### config.mk
export PLATFORM = sky130hd
export DESIGN_NAME = wave_capture_writer
export DESIGN_NICKNAME = d
export VERILOG_FILES = /design/src/rtl/wave_capture_writer.sv
export SDC_FILE = /design/constraint.sdc
export NUM_CORES = 2
export LEC_CHECK = 0
export BUFFER_PORTS_ARGS = -buffer_cell sky130_fd_sc_hd__buf_2
export CAP_MARGIN = 10
export CORE_UTILIZATION = 55
export DETAILED_ROUTE_END_ITERATION = 16
export HOLD_SLACK_MARGIN = 0.15
export PLACE_DENSITY = 0.71
export SYNTH_ARGS = -nofsm -noshare
export SYNTH_HDL_FRONTEND = slang
export SYNTH_SLANG_ARGS = --single-unit
### constraint.sdc
create_clock -name CLOCK -period 47 [get_ports CLOCK]
set_input_delay 7.05 -clock CLOCK [delete_from_list [all_inputs] [get_ports CLOCK]]
set_output_delay 7.05 -clock CLOCK [all_outputs]
set_load 0.005 [all_outputs]
### src/rtl/wave_capture_writer.sv
// Decimating waveform writer into a flop-based circular column buffer.
// Ports: CLOCK, RESET (async, active-high), sample_tick, mic_in[11:0],
//   freeze, rd_col[6:0] -> wave_sample[9:0], wr_ptr[6:0], frozen,
//   frame_done. Optional macro WAVE_PEAK_HOLD_EN selects a window
//   peak column value instead of the last sample of the window.
module wave_capture_writer #(
  parameter int COLUMNS = 96,
  parameter int DECIM   = 16
) (
  input  logic        CLOCK,
  input  logic        RESET,
  input  logic        sample_tick,
  input  logic [11:0] mic_in,
  input  logic        freeze,
  input  logic [6:0]  rd_col,
  output logic [9:0]  wave_sample,
  output logic [6:0]  wr_ptr,
  output logic        frozen,
  output logic        frame_done
);

  localparam int WW = (DECIM > 1) ? $clog2(DECIM) : 1;
  localparam logic [WW-1:0] WLAST = WW'(DECIM - 1);
  localparam logic [WW-1:0] WONE  = WW'(1);
  localparam logic [6:0]    PLAST = 7'(COLUMNS - 1);
  localparam logic [7:0]    NCOL  = 8'(COLUMNS);

  typedef enum logic [1:0] {
    RUN,
    DRAIN,
    FROZEN
  } state_t;

  state_t      state_q;
  logic [WW-1:0] win_q;
  logic [6:0]  ptr_q;
  logic [9:0]  ws_q;
  logic        frozen_q;
  logic        fdone_q;
  logic [9:0]  mem_q [COLUMNS];

  logic [9:0]  samp;
  logic [9:0]  col_val;
  logic        acc;
  logic        close;
  logic [7:0]  rd_sum;
  logic [7:0]  rd_addr;
  logic        rd_ok;
  logic        unused_lsb;

  assign samp       = mic_in[11:2];
  assign unused_lsb = ^mic_in[1:0];

`ifdef WAVE_PEAK_HOLD_EN
  logic [9:0] peak_q;
  assign col_val = (samp > peak_q) ? samp : peak_q;
`else
  assign col_val = samp;
`endif

  // Ticks are dropped entirely while frozen.
  assign acc   = sample_tick && (state_q != FROZEN);
  assign close = acc && (win_q == WLAST);

  // rd_col counts from the oldest slot, which is the next one written.
  assign rd_sum  = {1'b0, ptr_q} + {1'b0, rd_col};
  assign rd_addr = (rd_sum >= NCOL) ? rd_sum - NCOL : rd_sum;
  assign rd_ok   = ({1'b0, rd_col} < NCOL);

  always_ff @(posedge CLOCK or posedge RESET) begin
    if (RESET) begin
      state_q  <= RUN;
      win_q    <= '0;
      ptr_q    <= '0;
      ws_q     <= '0;
      frozen_q <= 1'b0;
      fdone_q  <= 1'b0;
`ifdef WAVE_PEAK_HOLD_EN
      peak_q   <= '0;
`endif
      for (int i = 0; i < COLUMNS; i++) begin
        mem_q[i] <= '0;
      end
    end else begin
      fdone_q <= 1'b0;
      ws_q    <= rd_ok ? mem_q[rd_addr[6:0]] : '0;

      if (close) begin
        mem_q[ptr_q] <= col_val;
        ptr_q        <= (ptr_q == PLAST) ? '0 : ptr_q + 7'd1;
        fdone_q      <= (ptr_q == PLAST);
        win_q        <= '0;
`ifdef WAVE_PEAK_HOLD_EN
        peak_q       <= '0;
`endif
      end else if (acc) begin
        win_q  <= win_q + WONE;
`ifdef WAVE_PEAK_HOLD_EN
        peak_q <= col_val;
`endif
      end

      unique case (state_q)
        RUN: begin
          if (freeze) begin
            // Nothing accumulated and no tick now: stop at once.
            if (close || (win_q == '0 && !sample_tick)) begin
              state_q  <= FROZEN;
              frozen_q <= 1'b1;
            end else begin
              state_q <= DRAIN;
            end
          end
        end
        DRAIN: begin
          if (!freeze) begin
            state_q <= RUN;
          end else if (close) begin
            state_q  <= FROZEN;
            frozen_q <= 1'b1;
          end
        end
        FROZEN: begin
          if (!freeze) begin
            state_q  <= RUN;
            frozen_q <= 1'b0;
          end
        end
        default: begin
          state_q  <= RUN;
          frozen_q <= 1'b0;
        end
      endcase
    end
  end

  assign wave_sample = ws_q;
  assign wr_ptr      = ptr_q;
  assign frozen      = frozen_q;
  assign frame_done  = fdone_q;

endmodule

# Word level (Yosys, flattened, before mapping)
# Cells that the tools add are included.
# totals
n_memories	0
latchBits	0
ff_bits	985
mem_bits_ro	0
ram_bits	0
inputBits	23
wordCells	159
# classes
add_sub_neg	4
n_div	0
shift	0
reduce_logical	11
bitwise_logic	2
n_eq_ne	11
n_mux	24
n_mul	0
order_cmp	5
# ops
cell	n
bitwise mux 960 bit	1
binary-select mux 10 bit (select 7 bit)	1
demux 10 bit (select 7 bit)	1
2-to-1 mux 10 bit	4
greater-or-equal comparator 8 bit, second input constant	2
NOT 7 -> 8 bit	2
2-to-1 mux 7 bit	2
inequality test 2 bit, second input constant	6
2-to-1 mux 2 bit	5
adder 7 x 7 -> 8 bit	1
greater-or-equal comparator 8 x 7 -> 1 bit, second input constant	1
< comparator 8 x 1 -> 1 bit, second input constant	1
2-to-1 mux 4 bit	2
adder 7 x 1 -> 7 bit, second input constant	1
== test 7 bit, second input constant	1
< comparator 7 bit, second input constant	1
subtractor 7 bit, second input constant	1
2-to-1 mux 1 bit	6
case mux 2 bit (3 select lines)	1
AND reduction 5 bit	1
adder 4 x 1 -> 4 bit, second input constant	1
== test 4 bit, second input constant	1
logical AND 1 bit	4
zero test 4 bit	1
other kinds (9)	9

# Logic depth before layout (Yosys ltp)
# depth
word_depth	8
depth_mapped	11
mapped_depth_nobuf	9

# Worst setup path before layout
# OpenSTA, ideal clock, no wires.
# synth_path
path_type	input -> register
startpoint	input rd_col[0]
endpoint	register ws_q[0], in the netlist wave_sample[0]
arrival_time_ns	9.539
stages	10
path_buffers	3
required_time_ns	46.874
setup_slack_ns	37.335
setup_ns	0.126
cell_sequence	ha_1 fa_1 clkbuf_1 clkbuf_1 buf_2 mux2i_1 nor2_1 a211oi_1 a21oi_1 a221o_1
# synth_via
elab_chain_cells	8
# synth_rtl
item	line_no	source
start: declaration	15	input logic [6:0] rd_col,
adder 7 x 7 -> 8 bit	66	assign rd_sum = {1'b0, ptr_q} + {1'b0, rd_col};
subtractor 7 bit / greater-or-equal comparator 8 x 7 -> 1 bit (equally long branches)	67	assign rd_addr = (rd_sum >= NCOL) ? rd_sum - NCOL : rd_sum;
2-to-1 mux 7 bit	67	
NOT 7 -> 8 bit (not written as such)	86	ws_q <= rd_ok ? mem_q[rd_addr[6:0]] : '0;
binary-select mux 10 bit (select 7 bit)	86	
2-to-1 mux 10 bit (not written as such) (2 in a row)	86	
2-to-1 mux 10 bit (*)	86	
end signal: assignment	86	
end: declaration	37	logic [9:0] ws_q;
# Mark *: on every way between the ends. The rest lies on a longest branch, timed or not. The select of a mux whose other input is x is not followed.
# A chain may end at the register's enable or synchronous reset.

# Final worst setup path
# layout_path
startpoint	input rd_col[0]
endpoint	register ws_q[2], in the netlist wave_sample[2]
# Same word-level chain as after synthesis.

==> reports/qor.yml <==
cells_and_area:
  final_net_count: 2886
  syn_to_final_growth_pct: 10.6
  nFillCells: 5931
  drive_gt1_frac: 0.540
  antennaDiodeCount: 0
timing:
  final-hold-violation-count: 0
  timing.final.ws_setup_ns: 35.78
  setup-tns-final_ns: 0
  report.final.setup_viol: 0
  time_the_final_worst_path_needs_with_i_o_delays_and_setup_ns: 11.23
  share_of_the_clock_period_used_by_the_worst_path_after_layout: 0.239
  maxSlewHeadroom: 0.219
  maxSlewViolCount: 0
  worst-slew-pin-transition_ns: 1.17
  maxClockFrequency_ghz: 0.0891
  finalClockSkew_ns: 0.0205
  rsz0062_at_grt: "no"
cts:
  clk-insertion-delay-late_ns: 0.67
  cts_root_buf: "sky130_fd_sc_hd__clkbuf_16"
  cts_buffer_depth: 3
  clk_transition_reported_paths_ns: 0.05
  clock_buffer_count_from_cts: 104
  hold_buffers: 0
  ctsResizeCount: 0
  tritoncts: "done"
  numClockSinks: 985
  cts-htree-levels: 3
  post-cts-setup-buffer-count: 0
power_and_ir_drop:
  power.density_cell_area_mw_per_mm2: 41.5
  peakVddDrop_uv: 54.7
  leakage_power_nw: 25.3
die:
  design.portCount: 42
  die_area_mm2: 0.0848
  die_h_um: 291
  initial_cell_density_of_the_core: 0.559
  fp.dieW_um: 291
  coreArea_mm2: 0.0824
  std_cell_rows: 105
worst_setup_path:
  capture_instance_of_the_worst_register_to_register_path: "wave_sample[2]$_DFF_PP0_"
  r2r-start: "wr_ptr[0]$_DFFE_PP0P_"
  cp_data_required_time_ns: 47.50
  reg2reg_slack_ns: 41.34
  worst_setup_path_end_kind: "register"
  timing.setup.critical_path_class: "in -> reg"
  cp_max_fo: 104
  depth_of_the_worst_register_to_register_path: 9
  critical_path_startpoint_category: "primary input"
  cp.arrival_ns: 11.72
synth:
  synth_sequential_area_ratio: 0.536
  synthDistinctLibCells: 66
  synth_nets: 2907
  synth_edf_count: 0
  syn-instance-count: 2873
  syn_area_mm2: 0.0460
  synth-seq-cells: 985
  avgSynthCellArea_um2: 16.0
  yosysWarningCount: 0
  proportion_of_register_bits_with_asynchronous_set_or_reset_after_synthesis: 1.00
  synth_flop_cell: "sky130_fd_sc_hd__dfrtp_1"
outcome:
  run_status: "complete, no violations"
global_route:
  grt_pass1_vias: 27600
  largest_net_degree_at_the_start_of_global_routing: 201
  groute.usage.overall: 0.258
  grt_antenna_before_repair: 2
  grt_overflow: 0
  wire_length_of_the_first_global_routing_pass_mm: 167
placed_design:
  numPortBuffers: 39
  detailedPlace.worstSlack_ns: 35.16
  detailed_placement_wirelength_estimate_mm: 64.2
  place_congestion: 0.864
hold_path:
  min_from: "mem_q[199]$_DFFE_PP0P_"
  min_path_cells: 1
  holdPathEnd: "mem_q[199]$_DFFE_PP0P_"
  holdCritPathClass: "reg -> reg"
detailed_routing:
  route.detailed.wl_per_inst_um: 26.4
  via_count: 25000
  route.detailed.drc: 0
  post_drt_antenna_nets: 0
  drt_iter0_markers: 1517
  detail_route.vias_per_cell: 6.23
  first_pass_iters: 5
  wirelength_mm: 106
flow_run:
  maxCapViolations: 0
==> cells in the mapped netlist, types with 6 or more instances <==
| cell type | n | area (um2) |
|---|---|---|
| sky130_fd_sc_hd__dfrtp_1 | 985 | 24600 |
| sky130_fd_sc_hd__mux2_2 | 983 | 11100 |
| sky130_fd_sc_hd__mux4_2 | 240 | 5410 |
| sky130_fd_sc_hd__clkbuf_1 | 133 | 499 |
| sky130_fd_sc_hd__mux2i_1 | 122 | 1220 |
| sky130_fd_sc_hd__buf_2 | 46 | 230 |
| sky130_fd_sc_hd__nor2_1 | 43 | 161 |
| sky130_fd_sc_hd__nand2_2 | 30 | 188 |
| sky130_fd_sc_hd__mux2_1 | 27 | 304 |
| sky130_fd_sc_hd__a21oi_1 | 26 | 130 |
| sky130_fd_sc_hd__nand2_1 | 26 | 97.6 |
| sky130_fd_sc_hd__nor2_8 | 20 | 400 |
| sky130_fd_sc_hd__nor2_4 | 17 | 191 |
| sky130_fd_sc_hd__o22ai_1 | 12 | 75.1 |
| sky130_fd_sc_hd__a211oi_1 | 11 | 82.6 |
| sky130_fd_sc_hd__nand2_4 | 11 | 124 |
| sky130_fd_sc_hd__nor2_2 | 11 | 68.8 |
| sky130_fd_sc_hd__a221o_1 | 10 | 100 |
| sky130_fd_sc_hd__ha_1 | 10 | 125 |
| sky130_fd_sc_hd__nand3_1 | 8 | 40.0 |
| sky130_fd_sc_hd__buf_4 | 7 | 52.6 |
| sky130_fd_sc_hd__o21ai_0 | 7 | 35.0 |
| sky130_fd_sc_hd__nor3_1 | 6 | 30.0 |
==> per-stage QoR <==
step                cells  total power [W]  hold slack (ns)  utilization  area [um2]
global placement     3815          0.00124            0.468        0.572       47100
global route         4011          0.00218            0.499        0.618       50900
CTS                  4010          0.00213            0.490        0.618       50900
floorplan            2873          0.00115            0.459            -       46000
finish               4011          0.00211            0.487        0.618       50900
detailed placement   3815          0.00124            0.475        0.572       47100
==> area by class of cell <==
| class | instances | area, um2 | share of cell area |
|---|---|---|---|
| Clock buffer | 149 | 3150 | 0.0618 |
| Clock inverter | 46 | 641 | 0.0126 |
| Inverter | 6 | 30.0 | 0.000590 |
| Multi-Input combinational cell | 1686 | 20600 | 0.405 |
| Sequential cell | 985 | 24600 | 0.484 |
| Tap cell | 1070 | 1340 | 0.0263 |
| Timing Repair Buffer | 69 | 495 | 0.00973 |
==> worst max path at each step <==
stage	end	cells after the start	from	slack, ns
final	wave_sample[2]$_DFF_PP0_	10	rd_col[0]	35.78
after global routing	wave_sample[2]$_DFF_PP0_	10	rd_col[0]	35.47
after global placement	wave_sample[4]$_DFF_PP0_	10	rd_col[0]	35.12
after floorplan	frame_done$_DFF_PP0_	1	RESET	12.24
after detailed placement	wave_sample[4]$_DFF_PP0_	10	rd_col[0]	35.16
after CTS	wave_sample[2]$_DFF_PP0_	10	rd_col[0]	35.78
==> power breakdown <==
| group | switching, W | total (W) | leakage, nW | internal (W) |
|---|---|---|---|---|
| Combinational | 0.000216 | 0.000351 | 9.70 | 0.000135 |
| Clock | 0.000341 | 0.000888 | 1.87 | 0.000547 |
| Sequential | 0.0000133 | 0.000872 | 13.7 | 0.000859 |
| Total | 0.000569 | 0.00211 | 25.3 | 0.00154 |
==> logic make-up after synthesis <==
kind of cell               Yosys count  share of synthesized area
adders and majority gates           11                    0.00315
and+or+nand+nor                    209                     0.0359
DFF                                985                      0.536
buffers and inverters              202                     0.0191
muxes                             1372                      0.391
AOI/OAI and AO/OA                   85                     0.0129
xor gates and xnor gates             9                    0.00204
==> placed cells by master (no fill, tap or decap), types with 3 or more instances in the layout <==
master,Yosys,final
sky130_fd_sc_hd__buf_12,0,4
sky130_fd_sc_hd__inv_6,0,4
sky130_fd_sc_hd__clkbuf_1,133,13
sky130_fd_sc_hd__mux2_1,27,27
sky130_fd_sc_hd__nand2_1,26,26
sky130_fd_sc_hd__a221o_1,10,10
sky130_fd_sc_hd__dfrtp_1,985,985
sky130_fd_sc_hd__xnor2_1,5,5
sky130_fd_sc_hd__o22ai_1,12,12
sky130_fd_sc_hd__mux2i_1,122,122
sky130_fd_sc_hd__clkinv_2,0,20
sky130_fd_sc_hd__nor3_1,6,6
sky130_fd_sc_hd__mux2_2,983,983
sky130_fd_sc_hd__a21oi_1,26,26
sky130_fd_sc_hd__mux4_2,240,240
sky130_fd_sc_hd__clkbuf_16,0,109
sky130_fd_sc_hd__nor2b_1,5,5
sky130_fd_sc_hd__ha_1,10,9
sky130_fd_sc_hd__inv_1,5,4
sky130_fd_sc_hd__nand2_4,11,11
sky130_fd_sc_hd__nor4_4,2,3
sky130_fd_sc_hd__nand3_1,8,8
sky130_fd_sc_hd__o21ai_1,3,3
sky130_fd_sc_hd__bufinv_16,0,15
sky130_fd_sc_hd__clkbuf_8,0,27
sky130_fd_sc_hd__nor2_2,11,11
sky130_fd_sc_hd__buf_4,7,36
sky130_fd_sc_hd__a211oi_1,11,11
sky130_fd_sc_hd__nand2_2,30,30
sky130_fd_sc_hd__o21ai_0,7,7
sky130_fd_sc_hd__nor2_1,43,43
sky130_fd_sc_hd__nor3b_1,3,3
sky130_fd_sc_hd__nor2_8,20,20
sky130_fd_sc_hd__nor2_4,17,17
sky130_fd_sc_hd__clkinvlp_4,0,5
sky130_fd_sc_hd__nand2b_1,5,5
sky130_fd_sc_hd__buf_2,46,29
==> flip-flops by register name, indices dropped and copies added, names as in the netlist <==
| name | count |
|---|---|
| frame_done | 1 |
| frozen | 1 |
| mem_q | 960 |
| state_q | 2 |
| wave_sample | 10 |
| win_q | 4 |
| wr_ptr | 7 |
==> routing by layer <==
layer	vias to the layer above	global-route usage	part of all wire
li1	10700	-	-
met1	13600	0.368	0.45
met2	511	0.406	0.48
met3	166	0.0489	0.050
met4	0	0.0760	0.026
met5	-	0	0
==> critical path: stages <==
cell                       delay, ns
sky130_fd_sc_hd__buf_2          0.14
sky130_fd_sc_hd__ha_4           0.65
sky130_fd_sc_hd__buf_12         0.69
sky130_fd_sc_hd__buf_4          0.78
sky130_fd_sc_hd__mux4_2         0.62
sky130_fd_sc_hd__mux2i_1        0.29
sky130_fd_sc_hd__nor2_1         0.10
sky130_fd_sc_hd__a211oi_1       0.46
sky130_fd_sc_hd__a21oi_1        0.18
sky130_fd_sc_hd__a221o_1        0.50
Note: power is estimated with default switching activity, not from simulation.
